<file path="src/rtl/sram_sample_streamer.sv">
// Streams 16-bit samples from an asynchronous SRAM into a small FIFO and
// hands them out one per codec request, looping between START_ADDR and END_ADDR.
module sram_sample_streamer #(
  parameter logic [19:0] START_ADDR = 20'h00000,
  parameter logic [19:0] END_ADDR   = 20'hFFFFF,
  parameter int          DEPTH      = 8
) (
  input  logic        Clk,
  input  logic        reset_n,
  input  logic        play,
  input  logic        rewind,
  input  logic        sample_req,
  input  logic [15:0] SRAM_DQ,
  output logic [19:0] SRAM_ADDR,
  output logic        SRAM_CE_N,
  output logic        SRAM_UB_N,
  output logic        SRAM_LB_N,
  output logic        SRAM_OE_N,
  output logic        SRAM_WE_N,
  output logic [15:0] sample_out,
  output logic        sample_valid,
  output logic        underrun,
  output logic [4:0]  fifo_level
);

  localparam int         PTR_W   = (DEPTH > 1) ? $clog2(DEPTH) : 1;
  localparam logic [4:0] DEPTH_L = 5'(DEPTH);

  typedef enum logic [1:0] {IDLE, ADDR, WAIT, CAPTURE} state_t;

  state_t             state_q, state_d;
  logic [19:0]        addr_q;
  logic [PTR_W-1:0]   wr_ptr_q, rd_ptr_q;
  logic [4:0]         level_q;
  logic [15:0]        mem [DEPTH];
  logic [15:0]        sample_p1;
  logic               vld_p1;
  logic               underrun_q;
  logic               empty, push, pop;

  function automatic logic [19:0] next_addr(input logic [19:0] a);
    return (a == END_ADDR) ? START_ADDR : a + 20'd1;
  endfunction

  // A started read is always pushed: occupancy can only fall while it is in flight.
  always_comb begin
    empty = (level_q == 5'd0);
    push  = (state_q == CAPTURE) && !rewind;
    pop   = sample_req && !rewind && !empty;
  end

  always_comb begin
    state_d = state_q;
    if (rewind) begin
      state_d = IDLE;
    end else begin
      case (state_q)
        IDLE:    if (play && (level_q < DEPTH_L)) state_d = ADDR;
        ADDR:    state_d = WAIT;
        WAIT:    state_d = CAPTURE;
        CAPTURE: state_d = IDLE;
        default: state_d = IDLE;
      endcase
    end
  end

  always_ff @(posedge Clk or negedge reset_n) begin
    if (!reset_n) begin
      state_q <= IDLE;
      addr_q  <= START_ADDR;
    end else begin
      state_q <= state_d;
      if (rewind)    addr_q <= START_ADDR;
      else if (push) addr_q <= next_addr(addr_q);
    end
  end

  always_ff @(posedge Clk or negedge reset_n) begin
    if (!reset_n) begin
      wr_ptr_q   <= '0;
      rd_ptr_q   <= '0;
      level_q    <= 5'd0;
      underrun_q <= 1'b0;
    end else if (rewind) begin
      wr_ptr_q   <= '0;
      rd_ptr_q   <= '0;
      level_q    <= 5'd0;
      underrun_q <= 1'b0;
    end else begin
      if (push) wr_ptr_q <= wr_ptr_q + PTR_W'(1);
      if (pop)  rd_ptr_q <= rd_ptr_q + PTR_W'(1);
      level_q <= level_q + {4'd0, push} - {4'd0, pop};
      if (sample_req && empty) underrun_q <= 1'b1;
    end
  end

  always_ff @(posedge Clk) begin
    if (push) mem[wr_ptr_q] <= SRAM_DQ;
  end

  // Output stage: popped word appears one cycle after the request.
  always_ff @(posedge Clk or negedge reset_n) begin
    if (!reset_n) begin
      sample_p1 <= 16'd0;
      vld_p1    <= 1'b0;
    end else begin
      vld_p1 <= pop;
      if (pop) sample_p1 <= mem[rd_ptr_q];
    end
  end

  assign SRAM_ADDR    = addr_q;
  assign SRAM_CE_N    = 1'b0;
  assign SRAM_UB_N    = 1'b0;
  assign SRAM_LB_N    = 1'b0;
  assign SRAM_WE_N    = 1'b1;
  assign SRAM_OE_N    = (state_q == IDLE);
  assign sample_out   = sample_p1;
  assign sample_valid = vld_p1;
  assign underrun     = underrun_q;
  assign fifo_level   = level_q;

endmodule

</file>
<file path="config.mk">
export PLATFORM = sky130hd
export DESIGN_NAME = sram_sample_streamer
export DESIGN_NICKNAME = d
export VERILOG_FILES = /design/src/rtl/sram_sample_streamer.sv
export SDC_FILE = /design/constraint.sdc
export NUM_CORES = 1
export LEC_CHECK = 0
export CAP_MARGIN = 20
export CORE_ASPECT_RATIO = 1.75
export CORE_MARGIN = 1.5
export CORE_UTILIZATION = 60
export CTS_CLUSTER_DIAMETER = 200
export DETAILED_ROUTE_END_ITERATION = 12
export GPL_ROUTABILITY_DRIVEN = 0
export PLACE_DENSITY = 0.83
export SETUP_SLACK_MARGIN = 0.02
export SLEW_MARGIN = 20
export SYNTH_ARGS = -nofsm -noshare
export SYNTH_HDL_FRONTEND = slang
export SYNTH_SLANG_ARGS = --single-unit
</file>
<file path="constraint.sdc">
create_clock -name Clk -period 7.9 [get_ports Clk]
set_clock_uncertainty 0.05 [all_clocks]
set_input_delay 1.58 -clock Clk [delete_from_list [all_inputs] [get_ports Clk]]
set_output_delay 1.58 -clock Clk [all_outputs]
set_load 0.02 [all_outputs]
</file>
==> metrics <==
WP data arrival roughly 4300 ps; H-tree depth 4; most frequent cells in the layout edfxtp_1 (128), clkdlybuf4s50_1 (63), dfrtp_1 (50), nor2_1 (41), mux4_2 (32); post-synthesis simple-gate area fraction under 10%; Ys Warns 0; commonest non-fill, non-tap cell in the layout edfxtp_1; CTS max path bufs 2; Lkg Pwr slightly above 3 nW; CTS tree done; fillers 727; post-synthesis adder-cell area fraction under 10%; sequential cell area fraction in the yosys report a little under 70%; Pins Over Slew Limit 0; vias per cell 6.043; startpoint types primary input; Synth cell types 50; post-CTS setup buffer count 0; layout cells sized above 1 ~16%; peak supply drop about 0.21 mV; width of the chip 87.02 µm; Syn-to-layout area delta 19.46%; Final ANT Viol Nets 0; Overall Global Routing Usage 25.04%; complex-gate fraction of the synthesized area under 10%; placed cell count ~690; pin count of the biggest net entering global routing 52; Max-slew headroom about 29%; CP required ~8100 ps; IO Port Bufs 64; ant diodes 0; main combinational cell family by area after synthesis multiplexers; total gr overflow 0; Final #Nets approximately 580; post-place instance area roughly 0.0083 mm²; synthesized area 0.007412 mm²; Post-synth top flop edfxtp_1; CP Class in -> reg; minimum clock period after layout 4100 ps; synthesized area per cell about 16 µm²; CTS sink cnt between 150 and 200; full die area approximately 0.013 mm²; max-cap viol count 0; mux share of post-synthesis cell area approximately 12%; cts repair resizes 0; post-route cell area a little under 0.009 mm²; WL final between 10 and 15 mm; Final setup viols 0; CP Max Fanout 43; Final Hold Vio Count 0; total power between 2 and 3 mW; Setup TNS 0 ps; cts hold-fix bufs 0; Initial Utilization 61.75%; Detail Placement HPWL approximately 9.6 mm; wire per inst just over 20 µm; drt pass-1 iters 5; Hold WS 463.7 ps; min-delay worst type reg -> reg; Skew-Pair Late Insertion Delay about 420 ps; CP Capture Type register; vias after detailed routing 4339; Worst-Margin Slew about 1100 ps; num ports 69; RSZ-0062 raised after global routing false; post-synthesis register bit count 179; DR iter-0 viols 245; xor/xnor share of the synthesized area 1.182%; final worst-path cycle share 51.90%; Die Y roughly 150 µm; vias in the first global route around 4500; ys async rst share between 20% and 30%; number of synthesized flops with an enable pin roughly 130; Max Clk Rate roughly 240 MHz; total CTS buffers 17; DRC viols 0; synthesized instance count between 400 and 500; reg-to-reg slack, setup ~4700 ps; status completed; power per cell area ~290 mW/mm²; clock root cell clkbuf_16; initial antenna violation count 0; Non-Filler Instances a little over 700; first-pass GRT wire length approximately 24 mm; core area ~0.012 mm²; Cell Rows between 50 and 60; Worst-path clk slew 60 ps
==> cells in the mapped netlist, types with 2 or more instances <==
| cell | number | area share [%] |
|---|---|---|
| edfxtp_1 | 128 | 52 |
| dfrtp_1 | 51 | 17 |
| nor2_1 | 41 | 2.1 |
| mux4_2 | 32 | 9.7 |
| a21oi_1 | 31 | 2.1 |
| mux2i_1 | 17 | 2.3 |
| nand2_1 | 16 | 0.81 |
| clkbuf_1 | 15 | 0.76 |
| inv_1 | 14 | 0.71 |
| ha_1 | 13 | 2.2 |
| nand3_1 | 10 | 0.68 |
| o21ai_0 | 9 | 0.61 |
| nand2b_1 | 7 | 0.59 |
| or3_1 | 6 | 0.51 |
| xor2_1 | 6 | 0.71 |
| a31oi_1 | 5 | 0.42 |
| buf_2 | 5 | 0.34 |
| nand4_1 | 5 | 0.42 |
| nor3_1 | 5 | 0.34 |
| buf_4 | 4 | 0.41 |
| xnor2_1 | 4 | 0.47 |
| and4_1 | 3 | 0.35 |
| nor4_1 | 3 | 0.25 |
| o211ai_1 | 3 | 0.30 |
| or4_1 | 3 | 0.30 |
| a311oi_1 | 2 | 0.24 |
| and3_1 | 2 | 0.17 |
| buf_1 | 2 | 0.10 |
| conb_1 | 2 | 0.10 |
| nand3b_1 | 2 | 0.20 |
| o221ai_1 | 2 | 0.24 |
| o31ai_1 | 2 | 0.20 |
==> final cells by class <==
cell class / instances / area (µm²) / share of cell area, %
Clock inverter: 15 / 166.4 / 1.879
Inverter: 14 / 52.55 / 0.5935
Multi-Input combinational cell: 251 / 2150 / 24.28
Timing Repair Buffer: 77 / 733.2 / 8.280
Sequential cell: 179 / 5121 / 57.84
Tap cell: 165 / 206.4 / 2.331
Clock buffer: 17 / 425.4 / 4.804
==> cells by family (layout without fill, tap and decap cells) <==
group,count (synthesis),count (layout)
simple gates,115,115
compound gates,59,59
buf+inv,40,123
other cells,2,4
flops,179,179
xor+xnor,10,10
fa+ha+maj,14,14
mux,49,49
==> state kept, by name (all words and copies together), names as in the netlist <==
signal	count
rd_ptr_q	3
state_q	2
wr_ptr_q	3
sample_valid	1
sample_out	16
SRAM_ADDR	20
underrun	1
fifo_level	5
mem	128
==> critical path: stages <==
cell and delay, ps:
clkdlybuf4s50_1 410, buf_4 260, nor3b_2 220, buf_4 380
ha_1 300, inv_1 50, ha_1 160, inv_1 60
fa_1 400, nand2b_1 170, a21oi_1 160, or3_1 120
a21oi_1 60
==> final timing paths <==
check / start / endpoint / depth (start not counted)
setup / recovery: rewind / fifo_level[4] / 13
max in group asynchronous: reset_n / rd_ptr_q[0] / 2
setup reg to reg: fifo_level[3] / fifo_level[4] / 14
hold / removal: underrun / underrun / 2
hold reg to reg: underrun / underrun / 2
min in group asynchronous: reset_n / sample_valid / 2
==> power breakdown <==
group / internal [mW] / total [mW] / switching (mW) / leakage (nW)
clock: 0.450 / 0.828 / 0.378 / 0.282
sequential: 1.08 / 1.15 / 0.0736 / 1.80
combinational: 0.308 / 0.626 / 0.317 / 0.956
total: 1.84 / 2.60 / 0.769 / 3.04
==> through the flow <==
stage / setup WS (ps) / utilization [%]
floorplan: 3905 / -
global placement: 3500 / 68.79
detailed placement: 3381 / 68.79
CTS: 3800 / 73.72
global route: 3685 / 73.77
finish: 3800 / 73.77
==> per-layer routing <==
| metal | up-vias | share of wire [%] | global-route usage, % |
|---|---|---|---|
| li1 | 1930 | - | - |
| met4 | 0 | 1.5 | 10.24 |
| met1 | 2243 | 38 | 30.21 |
| met2 | 147 | 56 | 43.33 |
| met3 | 19 | 4.4 | 5.295 |
| met5 | - | 0 | 0 |
(Power assumes the default switching activity.)
